File: config.mk
export PLATFORM = sky130hd
export DESIGN_NAME = seq_divider32
export DESIGN_NICKNAME = d
export VERILOG_FILES = /design/src/rtl/seq_divider32.sv
export SDC_FILE = /design/constraint.sdc
export NUM_CORES = 1
export LEC_CHECK = 0
export ABC_AREA = 1
export CORE_MARGIN = 1
export CORE_UTILIZATION = 45
export DETAILED_ROUTE_END_ITERATION = 8
export GPL_ROUTABILITY_DRIVEN = 0
export PLACE_DENSITY = 0.68
export SLEW_MARGIN = 20
export SYNTH_ARGS = -nofsm -noshare
export SYNTH_HDL_FRONTEND = slang
export SYNTH_SLANG_ARGS = --single-unit
File: constraint.sdc
create_clock -name clk -period 2.45 [get_ports clk]
set_input_delay 0.3675 -clock clk [delete_from_list [all_inputs] [get_ports clk]]
set_output_delay 0.3675 -clock clk [all_outputs]
set_load 0.05 [all_outputs]
File: src/rtl/seq_divider32.sv
// seq_divider32: iterative restoring divider for UDIV/SDIV.
// One quotient bit per cycle through a WIDTH+1 bit trial subtraction.
// Optional signed support is enabled by defining SEQ_DIVIDER32_SIGNED_EN,
// which adds the is_signed input. The default build is unsigned only.
module seq_divider32 #(
   parameter int WIDTH = 32,
   parameter int CNT_W = 6
) (
   input  logic             clk,
   input  logic             rst,
   input  logic             start,
`ifdef SEQ_DIVIDER32_SIGNED_EN
   input  logic             is_signed,
`endif
   input  logic [WIDTH-1:0] dividend,
   input  logic [WIDTH-1:0] divisor,
   output logic             busy,
   output logic             done,
   output logic [WIDTH-1:0] quotient,
   output logic [WIDTH-1:0] remainder,
   output logic             div_by_zero
);

   typedef enum logic [1:0] {
      S_IDLE   = 2'd0,
      S_CALC   = 2'd1,
      S_FINISH = 2'd2
   } state_t;

   state_t           state_q, state_d;
   logic [CNT_W-1:0] cnt_q, cnt_d;
   logic [WIDTH-1:0] rem_q, rem_d;      // partial remainder (bit WIDTH is always 0 after restore)
   logic [WIDTH-1:0] q_q, q_d;          // dividend shifts out, quotient shifts in
   logic [WIDTH-1:0] dvsr_q, dvsr_d;
   logic             dbz_q, dbz_d;
   logic             qneg_q, qneg_d;    // negate quotient at the end
   logic             rneg_q, rneg_d;    // negate remainder at the end
   logic [WIDTH-1:0] quotient_q, quotient_d;
   logic [WIDTH-1:0] remainder_q, remainder_d;
   logic             dbz_out_q, dbz_out_d;
   logic             done_q, done_d;

   logic             a_neg, b_neg;
   logic [WIDTH-1:0] a_abs, b_abs;
   logic [WIDTH:0]   trial;

   // Operand conditioning: magnitudes and signs of the incoming operands
   always_comb begin
      a_neg = 1'b0;
      b_neg = 1'b0;
`ifdef SEQ_DIVIDER32_SIGNED_EN
      a_neg = is_signed & dividend[WIDTH-1];
      b_neg = is_signed & divisor[WIDTH-1];
`endif
      a_abs = a_neg ? -dividend : dividend;
      b_abs = b_neg ? -divisor : divisor;
   end

   // Trial subtraction: shifted remainder minus divisor, borrow lands in the MSB
   always_comb begin
      trial = {rem_q, q_q[WIDTH-1]} - {1'b0, dvsr_q};
   end

   // Next-state, datapath and result logic
   always_comb begin
      state_d     = state_q;
      cnt_d       = cnt_q;
      rem_d       = rem_q;
      q_d         = q_q;
      dvsr_d      = dvsr_q;
      dbz_d       = dbz_q;
      qneg_d      = qneg_q;
      rneg_d      = rneg_q;
      quotient_d  = quotient_q;
      remainder_d = remainder_q;
      dbz_out_d   = dbz_out_q;
      done_d      = 1'b0;

      case (state_q)
         S_IDLE: begin
            if (start) begin
               dbz_out_d = 1'b0;
               dvsr_d    = b_abs;
               qneg_d    = a_neg ^ b_neg;
               rneg_d    = a_neg;
               cnt_d     = CNT_W'(WIDTH);
               if (divisor == '0) begin
                  // Skip the iterations; raw dividend becomes the remainder
                  dbz_d   = 1'b1;
                  rem_d   = dividend;
                  q_d     = '0;
                  state_d = S_FINISH;
               end else begin
                  dbz_d   = 1'b0;
                  rem_d   = '0;
                  q_d     = a_abs;
                  state_d = S_CALC;
               end
            end
         end

         S_CALC: begin
            if (!trial[WIDTH]) begin
               rem_d = trial[WIDTH-1:0];
               q_d   = {q_q[WIDTH-2:0], 1'b1};
            end else begin
               rem_d = {rem_q[WIDTH-2:0], q_q[WIDTH-1]};
               q_d   = {q_q[WIDTH-2:0], 1'b0};
            end
            cnt_d = cnt_q - CNT_W'(1);
            if (cnt_q == CNT_W'(1)) begin
               state_d = S_FINISH;
            end
         end

         S_FINISH: begin
            done_d    = 1'b1;
            dbz_out_d = dbz_q;
            state_d   = S_IDLE;
            if (dbz_q) begin
               quotient_d  = '0;
               remainder_d = rem_q;
            end else begin
               quotient_d  = qneg_q ? -q_q : q_q;
               remainder_d = rneg_q ? -rem_q : rem_q;
            end
         end

         default: begin
            state_d = S_IDLE;
         end
      endcase
   end

   // State and result registers with synchronous reset
   always_ff @(posedge clk) begin
      if (rst) begin
         state_q     <= S_IDLE;
         cnt_q       <= '0;
         rem_q       <= '0;
         q_q         <= '0;
         dvsr_q      <= '0;
         dbz_q       <= 1'b0;
         qneg_q      <= 1'b0;
         rneg_q      <= 1'b0;
         quotient_q  <= '0;
         remainder_q <= '0;
         dbz_out_q   <= 1'b0;
         done_q      <= 1'b0;
      end else begin
         state_q     <= state_d;
         cnt_q       <= cnt_d;
         rem_q       <= rem_d;
         q_q         <= q_d;
         dvsr_q      <= dvsr_d;
         dbz_q       <= dbz_d;
         qneg_q      <= qneg_d;
         rneg_q      <= rneg_d;
         quotient_q  <= quotient_d;
         remainder_q <= remainder_d;
         dbz_out_q   <= dbz_out_d;
         done_q      <= done_d;
      end
   end

   assign busy        = (state_q == S_CALC);
   assign done        = done_q;
   assign quotient    = quotient_q;
   assign remainder   = remainder_q;
   assign div_by_zero = dbz_out_q;

endmodule

==> summary.md, run 1 <==
| Metric | Value |
|---|---|
| Post-synth cell types | `39` |
| Top_reg_cell synth | `dfxtp_1` |
| Grt met1 use | `0.353` |
| Status | `finished clean` |
| Total Die Area | `22200 um2` |
| Hold WC Path Type | `reg2reg` |
| Hold Vio Cnt, Final | `0` |
| Routed Wire Length | `just under 30 mm` |
| Vias per Instance | `about 5.3` |
| Power per cell area | `around 850 nW/um2` |
| Vias in the first global route | `9107` |
| R2R depth | `15` |
| CP max stage cell | `ha_1` |
| Synth area leader | `dfxtp_1` |
| #FFs+latches synth | `171` |
| Sequential area share after synthesis | `0.353` |
| Post-synth ARST share | `0` |
| Worst R2R Setup Slack | `0.10 ns` |
| First-iteration detailed-routing DRC count | `811` |
| Cell Area, Synth | `9700 um2` |
| Synth Area per Inst | `around 6.5 um2` |
| Hpwl dp | `between 20 and 25 mm` |
| Origin of the worst min-delay path | `dvsr_q[23]$_SDFFE_PP0P_` |
| Vias | `between 10000 and 15000` |
| Synth Instances | `1484` |
| Clock transition at path regs | `around 0.08 ns` |
| WL per Instance | `about 16 um` |
| Crit path cell chain | `ha_1, nand2_2, inv_1, nand2_1, nand2_1, a21oi_4, nand2_4, nand2_4, nand2_4, nand2_8, nand2_8, clkbuf_16, nand2_1, nand3_1, a21oi_1` |
| DIE WIDTH | `approximately 150 um` |
| Layout Skew | `roughly 0.014 ns` |
| Met2 Track Usage GR | `0.419` |
| Max-cap violations | `0` |
| CTS Hold Bufs | `0` |
| Clk buf depth | `2` |
| Ratio of cells with drive above 1 in the final layout | `0.0866` |
| DRC viols | `0` |
| R2r startpoint | `rem_q[14]$_SDFFE_PP0P_` |
| Placed Cells | `1841` |
| Gr busiest metal | `met2` |
| Worst r2r dst | `rem_q[19]$_SDFFE_PP0P_` |
| Final setup violation count | `0` |
| Final setup TNS | `0 ns` |
| Final count of pins violating max slew | `0` |
| Setup crit end kind | `register` |
| Layout Nets | `1694` |
| Ports | `134` |
| Dpl cell area | `11400 um2` |
| EDFF count, synth | `0` |
| CTS tree | `done` |
| Worst hold endpoint | `dvsr_q[23]$_SDFFE_PP0P_` |
| Worst stage delay on the critical path | `roughly 0.39 ns` |
| Arrival time worst endpoint | `2.71 ns` |
| Layout overhead on the synthesized area | `26.2%` |
| Area contributors post-synth | `dfxtp_1 35%, nand2_1 13%, a21oi_1 10%` |
| Initial antenna violation count | `0` |
| Syn nets | `around 1600` |
| Critical Path Start | `rem_q[14]$_SDFFE_PP0P_` |
| WP data required | `2.82 ns` |
| Final Non-Filler Cells | `between 1500 and 2000` |
| Clk_lat worst skew | `0.44 ns` |
| Peak supply drop | `~0.00062 V` |
| Cts bufs inserted | `17` |
| Worst-path maximum fanout | `6` |
| # rows | `53` |
| GRT Total Usage | `0.265` |
| Hold Worst Slack | `~0.46 ns` |
| Pin count of the biggest net entering global routing | `89` |
| DR pass1 iterations | `6` |
| Port Buf Inserts | `133` |
| F_max | `0.426 GHz` |
| Synth Warn # | `0` |
| Antenna cells | `0` |
| H-Tree Depth | `4` |
| Worst Setup Path Type | `reg2reg` |
| First-pass GRT wire length | `46.2 mm` |
| Initial Util | `0.460` |
| Slew @ Worst Pin | `1.05 ns` |
| Chip height | `roughly 150 um` |
| Core area | `21100 um2` |
| Fin util | `0.580` |
| CTS sink cnt | `171` |
| Post-DRT Antenna Nets | `0` |
| Tcrit/Tclk final | `0.958` |
| Post-synth top area share | `0.353` |
| Pleak | `5.52 nW` |
| Min Tclk post-route | `2.35 ns` |
| Met3 Use GR | `0.0440` |
| Final instance area | `12200 um2` |
| Hold Path Depth | `2` |
| Clock root buffer master | `clkbuf_16` |
| Grt total ovfl | `0` |
| CP Launch Type | `register` |
| Max-slew headroom | `0.301` |
[flip-flops by register name, indices dropped and copies added, names as in the netlist]
signal	cells
dbz_q	1
done	1
div_by_zero	1
state_q	2
cnt_q	6
dvsr_q	32
rem_q	32
q_q	32
remainder	32
quotient	32
[metrics by stage]
step | power (W) | setup slack (ns)
after global routing | 0.0111 | -0.0205
after detailed placement | 0.00727 | -0.101
final | 0.0104 | 0.104
after CTS | 0.0101 | 0.0333
after global placement | 0.00722 | -0.0715
after floorplan | 0.00612 | 0.233
[how the worst max path moves through the flow]
stage                             end  slack (ns)  cells after the start
6_report       rem_q[19]$_SDFFE_PP0P_        0.10                     15
2_1_floorplan   rem_q[7]$_SDFFE_PP0P_        0.23                     18
3_5_place_dp    rem_q[8]$_SDFFE_PP0P_       -0.10                      8
5_1_grt        rem_q[26]$_SDFFE_PP0P_       -0.02                     19
4_1_cts        rem_q[17]$_SDFFE_PP0P_        0.03                     18
3_3_place_gp   rem_q[28]$_SDFFE_PP0P_       -0.07                      8
[power by group]
part / switching (W) / leakage [nW] / internal [W]
registers: 0.000206 / 1.40 / 0.00304
clock network: 0.00136 / 0.295 / 0.00141
logic: 0.00280 / 3.82 / 0.00161
total: 0.00437 / 5.52 / 0.00606
[cell families (layout without fill, tap and decap cells)]
logic type	after synthesis	in the layout	share of synthesized area
compound gates	378	378	0.206
xor+xnor	15	15	0.0135
fa+ha+maj	35	35	0.0459
buf+inv	296	417	0.119
flops	171	171	0.353
simple gates	589	589	0.263
[metal layers]
metal	wire length, um	part of all wire
met4	1090	0.037
met5	0	0
met2	13200	0.45
met3	1760	0.060
met1	13400	0.45
[synth_stat cells (15+ instances only)]
| cell | n |
|---|---|
| o21ai_0 | 131 |
| dfxtp_1 | 171 |
| ha_1 | 34 |
| clkbuf_1 | 64 |
| nand3_1 | 117 |
| nand2_1 | 342 |
| nand2_2 | 16 |
| xor2_1 | 15 |
| a31oi_1 | 33 |
| inv_1 | 212 |
| a21oi_1 | 195 |
| nor2_1 | 74 |
[layout make-up]
| cell class | instances | area (um2) |
|---|---|---|
| Timing Repair Buffer | 170 | 1800 |
| Sequential cell | 171 | 3420 |
| Multi-Input combinational cell | 1017 | 5250 |
| Tap cell | 275 | 344 |
| Inverter | 215 | 807 |
| Fill cell | 2063 | 8850 |
| Clock buffer | 18 | 439 |
| Clock inverter | 14 | 171 |
[what timing repair did]
action                     in CTS  in global routing
setup buffers                   2                  2
cloned                          0                  3
hold endpoints to repair        0                  0
pin swaps                       1                  7
setup endpoints to repair      23                 32
resized for setup               3                 27
[critical path: cells and delay by family (launching register included)]
family	cells	cell delay, ns
compound gates	2	0.37
fa+ha+maj	1	0.39
flops	1	0.36
simple gates	10	0.93
buf+inv	2	0.21
[layout by cell type, fill, tap and decap left out, types with 6 or more instances in the layout]
cell type	Yosys	routed
nand2_1	342	335
inv_1	212	208
a21oi_1	195	193
dfxtp_1	171	170
clkdlybuf4s50_1	0	132
o21ai_0	131	131
nand3_1	117	113
nor2_1	74	68
a31oi_1	33	33
ha_1	34	31
buf_4	1	23
nand2_2	16	20
clkbuf_16	0	20
xor2_1	15	15
buf_12	0	11
nand4_1	10	10
nand3_2	6	9
nor2_2	4	8
nor4_1	8	8
inv_2	3	7
a21oi_2	5	6
No activity file was read; power rests on OpenSTA's default activity.
==> inputs of run 2 (changes only) <==
--- a/config.mk
+++ b/config.mk
@@ -11,6 +11,7 @@
 export DETAILED_ROUTE_END_ITERATION = 8
 export GPL_ROUTABILITY_DRIVEN = 0
 export PLACE_DENSITY = 0.68
+export RECOVER_POWER = 25
 export SLEW_MARGIN = 20
 export SYNTH_ARGS = -nofsm -noshare
 export SYNTH_HDL_FRONTEND = slang
==> summary.md, run 2 (same netlist as run 1, synthesis figures left out) <==
| Metric | Value |
|---|---|
| Final WS setup | `0.110 ns (+0.00617 ns)` |
| CTS Hold Bufs | `0 (unchanged)` |
| Hold Path Depth | `2 (unchanged)` |
| Slew @ Worst Pin | `1.21 ns (+0.160 ns)` |
| Max-slew headroom | `0.195 (-0.106)` |
| Hold WC Path Type | `reg2reg` |
| Worst Setup Path Type | `reg2reg` |
| CTS tree | `done` |
| Hpwl dp | `21.3 mm (unchanged)` |
| First-pass GRT wire length | `46.2 mm (unchanged)` |
| Most frequent cells in the layout | `335 x nand2_1, 208 x inv_1, 193 x a21oi_1` |
| Final instance area | `12200 um2 (-0.14%)` |
| Peak supply drop | `0.000623 V (-0.25%)` |
| Comb pwr share | `0.423 (about the same)` |
| Internal power | `0.00606 W (about the same)` |
| GRT Total Usage | `0.265 (unchanged)` |
| Gr busiest metal | `met2` |
| Port Buf Inserts | `133 (unchanged)` |
| Sequential group share of total power | `0.311 (about the same)` |
| Hold Vio Cnt, Final | `0 (unchanged)` |
| Net Sw Frac | `0.419 (about the same)` |
| Ratio of cells with drive above 1 in the final layout | `0.0866 (unchanged)` |
| Dpl cell area | `11400 um2 (unchanged)` |
| Cts bufs inserted | `17 (unchanged)` |
| # rows | `53 (unchanged)` |
| DR pass1 iterations | `5 (-1)` |
| Min Tclk post-route | `2.34 ns (-0.00617 ns)` |
| Final count of pins violating max slew | `0 (unchanged)` |
| Status | `finished clean` |
| Pleak | `5.52 nW (about the same)` |
| Power per cell area | `853 nW/um2 (about the same)` |
| Clk buf depth | `2 (unchanged)` |
| Final setup violation count | `0 (unchanged)` |
| Layout overhead on the synthesized area | `26.0%` |
| Layout Skew | `0.0104 ns (-0.00388 ns)` |
| Core area | `21100 um2 (unchanged)` |
| Clock transition at path regs | `0.08 ns (about the same)` |
| Met3 Use GR | `0.0440 (unchanged)` |
| Pin count of the biggest net entering global routing | `89 (unchanged)` |
| Initial Util | `0.460 (unchanged)` |
| DIE WIDTH | `149 um (unchanged)` |
| Grt met1 use | `0.353 (unchanged)` |
| Chip height | `149 um (unchanged)` |
| Tcrit/Tclk final | `0.955 (-0.00252)` |
| Post-DRT Antenna Nets | `0 (unchanged)` |
| Antenna cells | `0 (unchanged)` |
| Setup crit end kind | `register` |
| F_max | `0.427 GHz (+0.26%)` |
| Commonest non-fill, non-tap cell in the layout | `nand2_1` |
| Layout Nets | `1694 (unchanged)` |
| Max-cap violations | `0 (unchanged)` |
| CP Launch Type | `register` |
| Clock Power Share | `0.266 (about the same)` |
| Vias | `10000 (-0.25%)` |
| WP data required | `2.81 ns (about the same)` |
| Clk_lat worst skew | `0.44 ns (about the same)` |
| Fillers | `2064 (+0.048%)` |
| First-iteration detailed-routing DRC count | `880 (+8.5%)` |
| Total Die Area | `22200 um2 (unchanged)` |
| Vias in the first global route | `9107 (unchanged)` |
| R2R depth | `15 (unchanged)` |
| WL per Instance | `15.6 um (-0.22%)` |
| CTS sink cnt | `171 (unchanged)` |
| Met2 Track Usage GR | `0.419 (unchanged)` |
| Arrival time worst endpoint | `2.70 ns (about the same)` |
| Initial antenna violation count | `0 (unchanged)` |
| Routed Wire Length | `29.4 mm (-0.22%)` |
| Ports | `134 (unchanged)` |
| Pre-CTS worst setup slack | `-0.101 ns (unchanged)` |
| Clock root buffer master | `clkbuf_16` |
| Net Sw Power | `0.00436 W (-0.16%)` |
| Grt total ovfl | `0 (unchanged)` |
| Vias per Instance | `5.34 (-0.25%)` |
| H-Tree Depth | `4 (unchanged)` |
| DRC viols | `0 (unchanged)` |
| Worst-path maximum fanout | `6 (unchanged)` |
==> run 2: cell count changes in the layout (fill, tap and decap cells not counted) <==
cell / delta
clkbuf_4: +1
buf_12: -1
buf_4: -2
clkbuf_2: +2
==> run 2: power groups by stage <==
stage,Sequential (W),Combinational [W],Clock [W]
2_1_floorplan,0.00334,0.00279,0
3_3_place_gp,0.00330,0.00393,0
3_5_place_dp,0.00330,0.00398,0
4_1_cts,0.00323,0.00409,0.00280
5_1_grt,0.00327,0.00491,0.00293
6_report,0.00324,0.00441,0.00277
==> run 2: metrics by stage <==
| stage | std cells | power, W | TNS, ns | utilization | hold WS [ns] |
|---|---|---|---|---|---|
| finish | 1880 | 0.0104 | 0 | 0.580 | 0.457 |
| global route | 1880 | 0.0111 | -0.0612 | 0.580 | 0.476 |
| CTS | 1875 | 0.0101 | 0 | 0.571 | 0.459 |
| detailed placement | 1841 | 0.00727 | -3.41 | 0.541 | 0.451 |
| global placement | 1841 | 0.00722 | -1.54 | 0.541 | 0.433 |
| floorplan | 1484 | 0.00612 | 0 | - | 0.419 |
==> run 2: worst paths after layout <==
check / from / end / slack (ns)
setup / recovery: rem_q[14]$_SDFFE_PP0P_ / rem_q[19]$_SDFFE_PP0P_ / 0.11
hold / removal: dvsr_q[23]$_SDFFE_PP0P_ / dvsr_q[23]$_SDFFE_PP0P_ / 0.46
hold reg to reg: dvsr_q[23]$_SDFFE_PP0P_ / dvsr_q[23]$_SDFFE_PP0P_ / 0.46
setup reg to reg: rem_q[14]$_SDFFE_PP0P_ / rem_q[19]$_SDFFE_PP0P_ / 0.11
==> run 2: worst max-delay path, cell delays in order, from the launching register on <==
cell and delay (ns):
dfxtp_1 0.36, ha_1 0.39, nand2_2 0.15, inv_1 0.05, nand2_1 0.06, nand2_1 0.14
a21oi_4 0.21, nand2_4 0.08, nand2_4 0.09, nand2_4 0.08, nand2_8 0.08, nand2_8 0.09
clkbuf_16 0.16, nand2_1 0.07, nand3_1 0.09, a21oi_1 0.16
==> run 2: routing by layer <==
metal / wire, um / up-vias / share of wire
met5: 0 / - / 0
met3: 1770 / 64 / 0.060
met1: 13200 / 4551 / 0.45
li1: - / 5065 / -
met2: 13200 / 351 / 0.45
met4: 1120 / 0 / 0.038
==> run 2: area by class of cell <==
type                            count  area (um2)  area share
Clock buffer                       18         439      0.0359
Clock inverter                     14         171      0.0140
Inverter                          215         807      0.0660
Multi-Input combinational cell   1017        5250       0.430
Sequential cell                   171        3420       0.280
Tap cell                          275         344      0.0282
Timing Repair Buffer              170        1780       0.146
==> run 2: repair_timing <==
action / in CTS / in global routing
endpoints found under the setup margin: 23 / 32
hold endpoints to repair: 0 / 0
gates resized for setup: 3 / 27
setup buffers: 2 / 2
pin swaps: 1 / 7
cloned: 0 / 3
==> inputs of run 3 (changes only) <==
--- a/config.mk
+++ b/config.mk
@@ -7,11 +7,12 @@
 export LEC_CHECK = 0
 export ABC_AREA = 1
 export CORE_MARGIN = 1
-export CORE_UTILIZATION = 45
+export CORE_UTILIZATION = 40
 export DETAILED_ROUTE_END_ITERATION = 8
 export GPL_ROUTABILITY_DRIVEN = 0
-export PLACE_DENSITY = 0.68
+export PLACE_DENSITY_LB_ADDON = 0.05
 export RECOVER_POWER = 25
+export REMOVE_ABC_BUFFERS = 1
 export SLEW_MARGIN = 20
 export SYNTH_ARGS = -nofsm -noshare
 export SYNTH_HDL_FRONTEND = slang
==> summary.md, run 3 (same netlist as run 1, synthesis figures left out) <==
| Metric | Value |
|---|---|
| Multi-input gate area | `5350 um2 (+1.8%)` |
| Ports | `134 (unchanged)` |
| Grt total ovfl | `0 (unchanged)` |
| Port Buf Inserts | `133 (unchanged)` |
| DRC viols | `0 (unchanged)` |
| Pin count of the biggest net entering global routing | `69 (-22%)` |
| Sequential group share of total power | `0.309 (-0.002)` |
| Final setup violation count | `0 (unchanged)` |
| Net Sw Power | `0.00446 W (+2.2%)` |
| Clock root buffer master | `clkbuf_16` |
| Initial Util | `0.411 (-0.0492)` |
| Comb pwr share | `0.432 (+0.009)` |
| Layout overhead on the synthesized area | `27.1%` |
| Final Non-Filler Cells | `1935 (+2.9%)` |
| Status | `finished clean` |
| Fillers | `2384 (+16%)` |
| Hold WC Path Type | `reg2reg` |
| Layout Skew | `0.0177 ns (+0.00730 ns)` |
| CTS tree | `done` |
| Final instance area | `12300 um2 (+0.87%)` |
| Crit-path most repeated cell | `nand2_1` |
| Post-DRT Antenna Nets | `0 (unchanged)` |
| DR pass1 iterations | `8 (+3)` |
| Register Area | `3430 um2 (+0.11%)` |
| Arrival time worst endpoint | `2.67 ns (-0.03 ns)` |
| Worst-path maximum fanout | `7 (+1)` |
| First-iteration detailed-routing DRC count | `626 (-29%)` |
| Tcrit/Tclk final | `0.965 (+0.00983)` |
| CTS sink cnt | `171 (unchanged)` |
| CP max stage cell | `dfxtp_1` |
| Most frequent cells in the layout | `335 x nand2_1, 209 x inv_1, 191 x a21oi_1` |
| CTS Hold Bufs | `0 (unchanged)` |
| Max-cap violations | `0 (unchanged)` |
| Layout Nets | `1706 (+0.71%)` |
| CP delay by family, top | `simple AND/OR/NAND/NOR gates` |
| Min Tclk post-route | `2.36 ns (+0.0241 ns)` |
| Internal power | `0.00600 W (-0.97%)` |
| Dpl cell area | `11400 um2 (+0.37%)` |
| F_max | `0.423 GHz (-1.0%)` |
| Clock Power Share | `0.258 (-0.008)` |
| Final setup TNS | `0 ns (unchanged)` |
| Setup crit end kind | `register` |
| Cts bufs inserted | `17 (unchanged)` |
| Clk_lat worst skew | `0.44 ns (about the same)` |
| GRT Total Usage | `0.255 (-0.0101)` |
| Slew @ Worst Pin | `1.32 ns (+0.110 ns)` |
| Peak supply drop | `0.000410 V (-34%)` |
| Hold Vio Cnt, Final | `0 (unchanged)` |
| CP Launch Type | `register` |
| Routed Wire Length | `31.4 mm (+7.1%)` |
| Worst stage delay on the critical path | `0.46 ns (+0.07 ns)` |
| First-pass GRT wire length | `48.9 mm (+5.8%)` |
| Worst Setup Path Type | `reg2reg` |
| Hpwl dp | `22.4 mm (+5.5%)` |
| Clk buf depth | `2 (unchanged)` |
| Final count of pins violating max slew | `0 (unchanged)` |
| Vias | `9909 (-1.2%)` |
| # rows | `56 (+5.7%)` |
| H-Tree Depth | `4 (unchanged)` |
| Placed Cells | `1891 (+2.7%)` |
| Core area | `23600 um2 (+12%)` |
| Power per cell area | `848 nW/um2 (-0.50%)` |
| Antenna cells | `0 (unchanged)` |
| Commonest non-fill, non-tap cell in the layout | `nand2_1` |
| Total Die Area | `24900 um2 (+12%)` |
| Chip height | `158 um (+6.0%)` |
| DIE WIDTH | `158 um (+6.0%)` |
| WL per Instance | `16.2 um (+4.0%)` |
| Max-slew headroom | `0.121 (-0.0736)` |
| Crit path cell chain | `ha_1, nand2_1, nand2_1, nand2_1, nand2_1, nand2_1, nand2_1, a21oi_4, buf_4, nand3_4, nand2_8, nand2_1, nand3_1, a21oi_2` |
| Pleak | `5.54 nW (+0.44%)` |
| Vias per Instance | `5.12 (-4.0%)` |
| Clock transition at path regs | `0.08 ns (about the same)` |
| Buf+Inv Stages, Crit Path | `1 (-1)` |
| Net Sw Frac | `0.426 (+0.00775)` |
| Vias in the first global route | `9158 (+0.56%)` |
| Ratio of cells with drive above 1 in the final layout | `0.0947 (+0.00807)` |
| Initial antenna violation count | `0 (unchanged)` |
| WP data required | `2.76 ns (-0.05 ns)` |
==> run 3: changes by cell type in the layout (fill, tap and decap cells not counted), sizes merged <==
cell / change
buf: +10
inv: -1
clkinvlp: +1
nand2: +3
clkbuf: -2
==> run 3: metrics by stage <==
step	util	setup slack [ns]	hold slack [ns]	total power (W)
detailed placement	0.485	-0.0895	0.443	0.00723
finish	0.522	0.0860	0.455	0.0105
floorplan	-	-3.51	0.419	0.00600
CTS	0.514	0.00683	0.456	0.0102
global route	0.522	-0.0298	0.480	0.0111
global placement	0.485	-0.0331	0.436	0.00721
==> run 3: layer usage <==
layer,share of wire,wire length (um),track usage
met1,0.45,14300,0.328
met5,0,0,0
met4,0.034,1060,0.108
met2,0.47,14600,0.424
met3,0.047,1470,0.0359
==> run 3: repair_timing <==
| item | in CTS | in global routing |
|---|---|---|
| setup buffers | 2 | 6 |
| resized for setup | 10 | 32 |
| endpoints found under the setup margin | 28 | 31 |
| cloned | 4 | 1 |
| pin swaps | 2 | 9 |
==> run 3: worst paths after layout <==
check | from | end | slack (ns) | cells after the start
max reg2reg | rem_q[24]$_SDFFE_PP0P_ | rem_q[24]$_SDFFE_PP0P_ | 0.09 | 14
min reg2reg | dbz_q$_SDFFE_PP0P_ | quotient[31]$_SDFFE_PP0P_ | 0.46 | 1
min | dbz_q$_SDFFE_PP0P_ | quotient[31]$_SDFFE_PP0P_ | 0.46 | 1
max | rem_q[24]$_SDFFE_PP0P_ | rem_q[24]$_SDFFE_PP0P_ | 0.09 | 14
==> run 3: power by group through the flow <==
stage                     Combinational (W)  Clock, W  Sequential, W
final                               0.00452   0.00270        0.00324
after global routing                0.00500   0.00285        0.00327
after CTS                           0.00422   0.00276        0.00322
after detailed placement            0.00395         0        0.00328
after global placement              0.00393         0        0.00328
after floorplan                     0.00265         0        0.00335
==> run 3: worst reg2reg max path, cell delays in order (launching register included) <==
cell and delay, ns:
dfxtp_1 0.46, ha_1 0.35, nand2_1 0.10, nand2_1 0.08
nand2_1 0.07, nand2_1 0.07, nand2_1 0.06, nand2_1 0.08
a21oi_4 0.18, buf_4 0.15, nand3_4 0.22, nand2_8 0.21
nand2_1 0.07, nand3_1 0.10, a21oi_2 0.06
==> run 3: area by class of cell <==
cell class | count | area share
sequential | 171 | 0.278
tap | 319 | 0.0324
multi-input combinational | 1020 | 0.434
timing repair buffer | 179 | 0.144
inverter | 215 | 0.0656
clock inverter | 14 | 0.0122
clock buffer | 17 | 0.0345
